[src/rtl/digest_can_framer.sv]
// rtl/digest_can_framer.sv - packs a RAM-resident digest into classic-CAN data frames
//
// Purpose: after the hash engine finishes, reads DIGEST_BYTES bytes from RAM
// starting at digest_addr and emits them as DIGEST_BYTES/FRAME_BYTES CAN data
// frames over a valid/ready handshake. The block drives the RAM read port only
// while busy; mem_addr is held at 0 whenever mem_oe is low.
//
// Ports:
//   clk          in   rising-edge clock
//   rst          in   synchronous, active-low reset
//   start        in   begin framing (sampled only while idle)
//   digest_addr  in   RAM address of digest byte 0
//   mem_addr     out  RAM read address
//   mem_oe       out  RAM read strobe
//   mem_data     in   RAM read data, valid RD_LAT cycles after its address
//   frame_valid  out  frame_* fields valid
//   frame_ready  in   CAN TX accepts the frame
//   frame_id     out  11-bit standard identifier (BASE_ID + frame index)
//   frame_dlc    out  data length code
//   frame_data   out  payload, byte 0 in the MSBs
//   busy         out  high whenever not idle
//   done         out  one-cycle pulse after the last frame is accepted

module digest_can_framer #(
  parameter int          ADDR_W       = 10,
  parameter int          DATA_W       = 8,
  parameter int          DIGEST_BYTES = 32,
  parameter int          FRAME_BYTES  = 8,
  parameter logic [10:0] BASE_ID      = 11'h100,
  parameter int          RD_LAT       = 1
) (
  input  logic                     clk,
  input  logic                     rst,
  input  logic                     start,
  input  logic [ADDR_W-1:0]        digest_addr,
  output logic [ADDR_W-1:0]        mem_addr,
  output logic                     mem_oe,
  input  logic [DATA_W-1:0]        mem_data,
  output logic                     frame_valid,
  input  logic                     frame_ready,
  output logic [10:0]              frame_id,
  output logic [3:0]               frame_dlc,
  output logic [8*FRAME_BYTES-1:0] frame_data,
  output logic                     busy,
  output logic                     done
);

  localparam int NFRAMES = DIGEST_BYTES / FRAME_BYTES;
  localparam int FCNT_W  = (NFRAMES > 1) ? $clog2(NFRAMES) : 1;
  localparam int BCNT_W  = $clog2(FRAME_BYTES + 1);
  localparam int PAY_W   = 8 * FRAME_BYTES;

  typedef enum logic [1:0] {
    S_IDLE,
    S_LOAD,
    S_SEND,
    S_DONE
  } state_t;

  state_t              state_q, state_d;
  logic [ADDR_W-1:0]   base_q, base_d;
  logic [FCNT_W-1:0]   frame_q, frame_d;
  logic [BCNT_W-1:0]   iss_q, iss_d;      // addresses issued for the current frame
  logic [BCNT_W-1:0]   cap_q, cap_d;      // bytes captured for the current frame
  logic [RD_LAT-1:0]   rd_pipe_q, rd_pipe_d;
  logic [PAY_W-1:0]    payload_q, payload_d;

  logic                issue;
  logic                capture;
  logic                send;
  logic [ADDR_W-1:0]   frame_off;

  // A read is in flight for RD_LAT cycles; the MSB of the pipe marks the
  // cycle in which mem_data belongs to the oldest outstanding address.
  always_comb begin
    issue     = (state_q == S_LOAD) && (iss_q < BCNT_W'(FRAME_BYTES));
    capture   = (state_q == S_LOAD) && rd_pipe_q[RD_LAT-1];
    send      = (state_q == S_SEND);
    frame_off = ADDR_W'(frame_q) * ADDR_W'(FRAME_BYTES);
  end

  always_comb begin
    state_d   = state_q;
    base_d    = base_q;
    frame_d   = frame_q;
    iss_d     = iss_q;
    cap_d     = cap_q;
    payload_d = payload_q;
    rd_pipe_d = (rd_pipe_q << 1) | RD_LAT'(issue);

    case (state_q)
      S_IDLE: begin
        if (start) begin
          base_d    = digest_addr;
          frame_d   = '0;
          iss_d     = '0;
          cap_d     = '0;
          payload_d = '0;
          rd_pipe_d = '0;
          state_d   = S_LOAD;
        end
      end
      S_LOAD: begin
        if (issue) begin
          iss_d = iss_q + 1'b1;
        end
        if (capture) begin
          for (int b = 0; b < FRAME_BYTES; b++) begin
            if (cap_q == BCNT_W'(b)) begin
              payload_d[8*(FRAME_BYTES-b)-1 -: 8] = mem_data;
            end
          end
          cap_d = cap_q + 1'b1;
          if (cap_q == BCNT_W'(FRAME_BYTES - 1)) begin
            state_d = S_SEND;
          end
        end
      end
      S_SEND: begin
        if (frame_ready) begin
          if (frame_q == FCNT_W'(NFRAMES - 1)) begin
            state_d = S_DONE;
          end else begin
            frame_d = frame_q + 1'b1;
            iss_d   = '0;
            cap_d   = '0;
            state_d = S_LOAD;
          end
        end
      end
      S_DONE: begin
        state_d = S_IDLE;
      end
      default: begin
        state_d = S_IDLE;
      end
    endcase
  end

  always_ff @(posedge clk) begin
    if (!rst) begin
      state_q   <= S_IDLE;
      base_q    <= '0;
      frame_q   <= '0;
      iss_q     <= '0;
      cap_q     <= '0;
      rd_pipe_q <= '0;
      payload_q <= '0;
    end else begin
      state_q   <= state_d;
      base_q    <= base_d;
      frame_q   <= frame_d;
      iss_q     <= iss_d;
      cap_q     <= cap_d;
      rd_pipe_q <= rd_pipe_d;
      payload_q <= payload_d;
    end
  end

  // Frame fields are forced to 0 outside SEND so a partially loaded payload
  // never appears on the bus.
  always_comb begin
    mem_oe      = issue;
    mem_addr    = issue ? (base_q + frame_off + ADDR_W'(iss_q)) : '0;
    frame_valid = send;
    frame_id    = send ? (BASE_ID + 11'(frame_q)) : 11'h000;
    frame_dlc   = send ? 4'(FRAME_BYTES) : 4'h0;
    frame_data  = send ? payload_q : '0;
    busy        = (state_q != S_IDLE);
    done        = (state_q == S_DONE);
  end

endmodule

[config.mk]
export PLATFORM = sky130hd
export DESIGN_NAME = digest_can_framer
export DESIGN_NICKNAME = d
export VERILOG_FILES = /design/src/rtl/digest_can_framer.sv
export SDC_FILE = /design/constraint.sdc
export NUM_CORES = 1
export LEC_CHECK = 0
export CORE_UTILIZATION = 53
export DETAILED_ROUTE_END_ITERATION = 8
export HOLD_SLACK_MARGIN = 0.06
export PLACE_DENSITY = 0.86
export SKIP_LAST_GASP = 1
export SYNTH_ARGS = -nofsm -noshare
export SYNTH_HDL_FRONTEND = slang
export SYNTH_SLANG_ARGS = --single-unit
[constraint.sdc]
create_clock -name clk -period 5.3 [get_ports clk]
set_input_delay 1.06 -clock clk [delete_from_list [all_inputs] [get_ports clk]]
set_output_delay 1.06 -clock clk [all_outputs]
set_load 0.03 [all_outputs]
Word-level counts from Yosys, hierarchy flattened
Cells that the tools add are included.
W data, S select, Z words.
{"block": "totals", "ff_bits": 87, "in_bits": 22, "output_inout_bits": 93, "word_cells": 100}
{"block": "op_classes", "addsub": 6, "n_lt_le_gt_ge": 1, "eq_ne": 24, "mux": 34, "reduce_logical": 21}
{"cell": "$mux W64", "count": 3}
{"cell": "$pmux W64 S2", "count": 1}
{"cell": "$mux W8", "count": 8}
{"cell": "$reduce_and A4 Y1", "count": 10}
{"cell": "$mux W4", "count": 6}
{"cell": "$pmux W4 S3", "count": 2}
{"cell": "$mux W10", "count": 2}
{"cell": "$eq A4 B3 Y1 const B", "count": 4}
{"cell": "$mux W2", "count": 8}
{"cell": "$ne A2 B1 Y1 const B", "count": 8}
{"cell": "$add A10 B4 Y10", "count": 1}
{"cell": "$add A10 B5 Y10", "count": 1}
{"cell": "$add A9 B2 Y10 const A", "count": 1}
{"cell": "$ne A2 B2 Y1 const B", "count": 5}
{"cell": "$reduce_and A5 Y1", "count": 2}
{"cell": "$add A4 B1 Y4 const B", "count": 2}
{"cell": "$eq A4 B2 Y1 const B", "count": 2}
{"cell": "$pmux W2 S4", "count": 1}
{"cell": "$eq A2 B2 Y1 const B", "count": 3}
{"cell": "$reduce_bool A2 Y1", "count": 3}
{"cell": "$eq A4 B1 Y1 const B", "count": 1}
{"cell": "$logic_not A4 Y1", "count": 1}
{"cell": "$lt A4 B4 Y1 const B", "count": 1}
{"cell": "$pmux W2 S2", "count": 1}
{"cell": "other kinds (7)", "count": 9}

Logic depth before layout (Yosys ltp)
{"block": "depth", "word_depth": 4, "depth_mapped": 8}

Least setup slack after synthesis
Ideal clock, no wire load.
{"block": "synth_path", "path_type": "register to output", "start": "reg iss_q[3]", "end": "out mem_addr[7]", "t_arrival_ns": 2.441, "required_ns": 4.240, "path_slack_ns": 1.799, "stages_incl_launch_ff": 9, "path_cell_list": "dfxtp_1 > inv_1 > fa_1 > inv_1 > ha_1 > nor2b_1 > o211a_1 > o21ai_0 > mux2i_1"}
{"block": "synth_between", "elab_chain_cells": 3}
{"element": "from (decl)", "line": "63", "text": "logic [BCNT_W-1:0] iss_q, iss_d;"}
{"element": "from (signal assigned)", "line": "153", "text": "iss_q <= iss_d;"}
{"element": "branches (longest 2 deep; another with $add A10 B4 Y10)"}
{"element": "$mux W10 (*)", "line": "164", "text": "mem_addr = issue ? (base_q + frame_off + ADDR_W'(iss_q)) : '0;"}
{"element": "to (decl)", "line": "36", "text": "output logic [ADDR_W-1:0] mem_addr,"}
Every way passes the cells marked *.

Worst setup path in the final report
{"block": "layout_path", "start": "reg iss_q[3]", "end": "out mem_addr[9]"}
Same word-level chain as after synthesis.

==> tab_implementation.tex <==
\begin{tabular}{lr}
\hline
Metric & Value \\
\hline
\multicolumn{2}{l}{\textbf{Logic synthesis}} \\
\quad Gate Count Post-Synth & between 400 and 500 \\
\quad Proportion of synthesized chip area in sequential cells & roughly 39\% \\
\quad Primary FF master, synth & dfxtp\_1 \\
\quad Flop and latch count out of synthesis & 87 \\
\quad Cell taking the most area after synthesis & dfxtp\_1 \\
\quad Count of unique library cells instantiated by Yosys & 47 \\
\quad Netlist area before placement & 4510 um\^{}2 \\
\quad Top cells by area, synth & dfxtp\_1, mux2i\_1, and2\_1 \\
\quad Most numerous cell types in the synthesized netlist & dfxtp\_1, nand2\_1, mux2i\_1 \\
\quad Async SR Flop Fraction & 0\% \\
\quad Most common cell in the netlist & dfxtp\_1 \\
\quad Share of the synthesized area in the top cell type & 38.6\% \\
\quad Syn\_area\_per\_cell & approximately 9 um\^{}2 \\
\quad Number of synthesized flops with an enable pin & 0 \\
\quad Synthesis warning total & 0 \\
\multicolumn{2}{l}{\textbf{STA}} \\
\quad Number of pins exceeding their max-slew limit in the final report & 0 \\
\quad Portion of the clock cycle consumed by the worst path in the final layout & between 80\% and 90\% \\
\quad Setup repair after global routing missed its margin & false \\
\quad Pin slew with the least headroom to its limit & around 1.2 ns \\
\quad Final TNS setup & 0 ns \\
\quad Final-report hold violation count & 0 \\
\quad Endpoints failing setup & 0 \\
\quad Remaining max-slew budget at the tightest pin & between 10\% and 20\% \\
\quad Smallest setup slack after layout & 0.927 ns \\
\quad Maximum operating frequency & between 200 and 250 MHz \\
\quad Hold Slack & about 0.46 ns \\
\quad Shortest clock period the worst path allows after layout & approximately 4.4 ns \\
\quad Final setup skew & approximately 0.014 ns \\
\multicolumn{2}{l}{\textbf{Min path}} \\
\quad Critical hold path startpoint & payload\_q[45] \\
\quad Destination of the worst hold path & payload\_q[45] \\
\quad Worst min-delay path category & reg -> reg \\
\quad Worst Hold Path Cells & 2 \\
\multicolumn{2}{l}{\textbf{Floorplanning}} \\
\quad Die ar. & about 8900 um\^{}2 \\
\quad Core area & about 8000 um\^{}2 \\
\quad Number of top-level pins & approximately 120 \\
\quad Die outline height & 94.2 um \\
\quad Initial cell density of the core & 54.9\% \\
\quad Placement row count & 33 \\
\quad Die Width & about 94 um \\
\multicolumn{2}{l}{\textbf{Power and ir drop}} \\
\quad Worst VDD drop & roughly 0.13 mV \\
\quad Net Sw Power & 0.374 mW \\
\quad Clk network pwr share & 32.8\% \\
\quad Power share of the combinational group & between 10\% and 20\% \\
\quad Sw Ratio & about 28\% \\
\quad Internal power of the cells & roughly 0.94 mW \\
\quad Ratio of total power to cell area & between 200 and 250 nW/um\^{}2 \\
\quad Sequential group share of total power & 52.8\% \\
\quad Leakage power figure & approximately 2.3 nW \\
\multicolumn{2}{l}{\textbf{Critical path}} \\
\quad Category of the worst setup path capture point & output port \\
\quad Buf+Inv Stages, Crit Path & 3 \\
\quad Library cell appearing most often on the critical path & inv\_1 \\
\quad Type of origin of the critical path & register \\
\quad Register-to-register setup slack & 3.23 ns \\
\quad Beginning of the worst register-to-register path & state\_q[0] \\
\quad Category of the critical setup timing path & reg -> out \\
\quad Critical Path, Cell by Cell & inv\_1 > fa\_1 > inv\_1 > ha\_1 > nor2b\_1 > o211a\_1 > or3\_1 > o211ai\_1 > clkdlybuf4s50\_1 \\
\quad Endpoint required time on the critical path & between 4 and 5 ns \\
\quad Delay of the slowest cell on the worst path & $\sim$0.7 ns \\
\quad Worst r2r path cells & 4 \\
\quad Reg2reg end & base\_q[8] \\
\quad Category of cells accounting for the largest share of critical-path delay & buffers and inverters \\
\quad Slowest stage cell on the critical path & clkdlybuf4s50\_1 \\
\quad Worst-path maximum fanout & 6 \\
\quad Crit path arrival time & about 3.3 ns \\
\multicolumn{2}{l}{\textbf{GRT}} \\
\quad Aggregate global-route resource usage & 25.2\% \\
\quad Global route overflow & 0 \\
\quad Wire length of the first global-routing pass & between 15 and 20 mm \\
\quad Maximum number of pins on one net before global-route repair & between 70 and 80 \\
\quad Via count of the first global-routing pass & 3600 \\
\quad Number of antenna violations at the first check in global routing & 0 \\
\multicolumn{2}{l}{\textbf{Cells and area}} \\
\quad Post-synthesis to final-layout area growth & 26.0\% \\
\quad Final nets & 617 \\
\quad Diodes inserted & 0 \\
\quad Final Non-Filler Cells & $\sim$700 \\
\quad Core utilization of the finished layout & between 60\% and 70\% \\
\quad Share of final-layout standard cells stronger than drive strength 1 & approximately 7.4\% \\
\multicolumn{2}{l}{\textbf{Place}} \\
\quad IO buf count & 103 \\
\quad Global placement routability congestion & around 0.93 \\
\quad DP HPWL & between 7 and 8 mm \\
\quad Worst setup slack after placement & about 1.3 ns \\
\quad Placed cell count & 672 \\
\multicolumn{2}{l}{\textbf{Drt}} \\
\quad Mean routed wirelength per cell & 15.6 um \\
\quad Number of vias after detailed routing & approximately 3600 \\
\quad Number of nets still failing antenna checks after routing & 0 \\
\quad DR DRC count & 0 \\
\quad Number of vias per cell & 5.30 \\
\quad Total Routed Length & 10.7 mm \\
\quad Drt pass-1 iters & 4 \\
\quad Initial drt markers & $\sim$150 \\
\multicolumn{2}{l}{\textbf{CTS}} \\
\quad Number of gates given a new drive strength after cts & 0 \\
\quad Worst-path clk slew & 0.09 ns \\
\quad Number of CTS-inserted buffers & 9 \\
\quad CTS tree & built \\
\quad Setup Buffers After CTS & 0 \\
\quad Hold-fix buffers at CTS & 0 \\
\quad Clock tree root buffer cell & clkbuf\_8 \\
\quad Maximum level of the CTS H-tree & 3 \\
\quad Clock Tree Buf Depth & 2 \\
\quad Clock latency at the later pin of the worst-skew pair & 0.35 ns \\
\quad \# clock sinks & 87 \\
\multicolumn{2}{l}{\textbf{Run}} \\
\quad Maximum Capacitance Violations & 0 \\
\multicolumn{2}{l}{\textbf{Outcome}} \\
\quad Run status & complete, no violations \\
\hline
\end{tabular}
==> power groups by stage <==
stage / clock network (mW) / logic [mW] / registers, mW
floorplan: 0 / 0.155 / 0.701
global placement: 0 / 0.185 / 0.705
detailed placement: 0 / 0.189 / 0.706
CTS: 0.436 / 0.191 / 0.691
global route: 0.460 / 0.205 / 0.695
finish: 0.430 / 0.190 / 0.692
==> placed cells by master (no fill, tap or decap), drive strengths merged, types with 4 or more instances in the layout <==
cell / count
a21oi: 12
nor2: 26
clkbuf: 10
o21ai: 6
and2: 67
conb: 11
or3: 5
buf: 4
dfxtp: 87
mux2i: 75
clkdlybuf4s50: 102
nand3: 7
nor3: 5
ha: 15
inv: 15
nand2: 88
==> per-stage QoR <==
| step | power (mW) | area (um^2) |
|---|---|---|
| 3_5_place_dp | 0.896 | 5500 |
| 2_1_floorplan | 0.855 | 4550 |
| 4_1_cts | 1.32 | 5680 |
| 3_3_place_gp | 0.890 | 5500 |
| 5_1_grt | 1.36 | 5680 |
| 6_report | 1.31 | 5680 |
==> sequential cells by signal (all words and copies together), names as in the netlist <==
register and cells:
base_q 10, iss_q 4, rd_pipe_q 1, frame_q 2, cap_q 4, state_q 2
payload_q 64
==> cells by family after synthesis <==
logic type | share of synthesized area (%)
AO/OA/AOI/OAI | 6.11
XOR/XNOR | 0.389
adder cells (fa/ha/maj) | 5.05
buffers and inverters | 6.11
flip-flops | 38.6
multiplexers | 16.9
other | 0.0832
AND/OR/NAND/NOR | 26.7
==> tightest hold or removal path, delay by kind of cell, from the launching register on <==
family | cells | cell delay, ns
DFF | 1 | 0.31
and+or+nand+nor | 1 | 0.05
muxes | 1 | 0.05
==> final cells by class <==
| type | instances | area (um^2) |
|---|---|---|
| inverters | 13 | 48.8 |
| repair buffers | 106 | 1050 |
| fillers | 648 | 2540 |
| clock buffers | 10 | 138 |
| multi-input cells | 361 | 2530 |
| well taps | 105 | 131 |
| flip-flops and latches | 87 | 1740 |
| clock inverters | 6 | 43.8 |
==> worst max path at each step <==
| stage | depth (start not counted) | end | from |
|---|---|---|---|
| after CTS | 9 | mem_addr[9] | iss_q[3] |
| after detailed placement | 9 | mem_addr[9] | iss_q[3] |
| final | 9 | mem_addr[9] | iss_q[3] |
| after global routing | 9 | mem_addr[9] | iss_q[3] |
| after global placement | 9 | mem_addr[9] | iss_q[3] |
| after floorplan | 8 | mem_addr[7] | iss_q[3] |
==> routing by layer <==
| layer | wire length, um | part of all wire, % | vias up | GRT usage [%] |
|---|---|---|---|---|
| met5 | 0 | 0 | - | 0 |
| met4 | 133 | 1.2 | 0 | 8.85 |
| met3 | 604 | 5.6 | 15 | 5.34 |
| met2 | 5250 | 49 | 117 | 41.8 |
| met1 | 4740 | 44 | 1748 | 32.0 |
| li1 | - | - | 1768 | - |
Power figures use the tool's default switching activity.
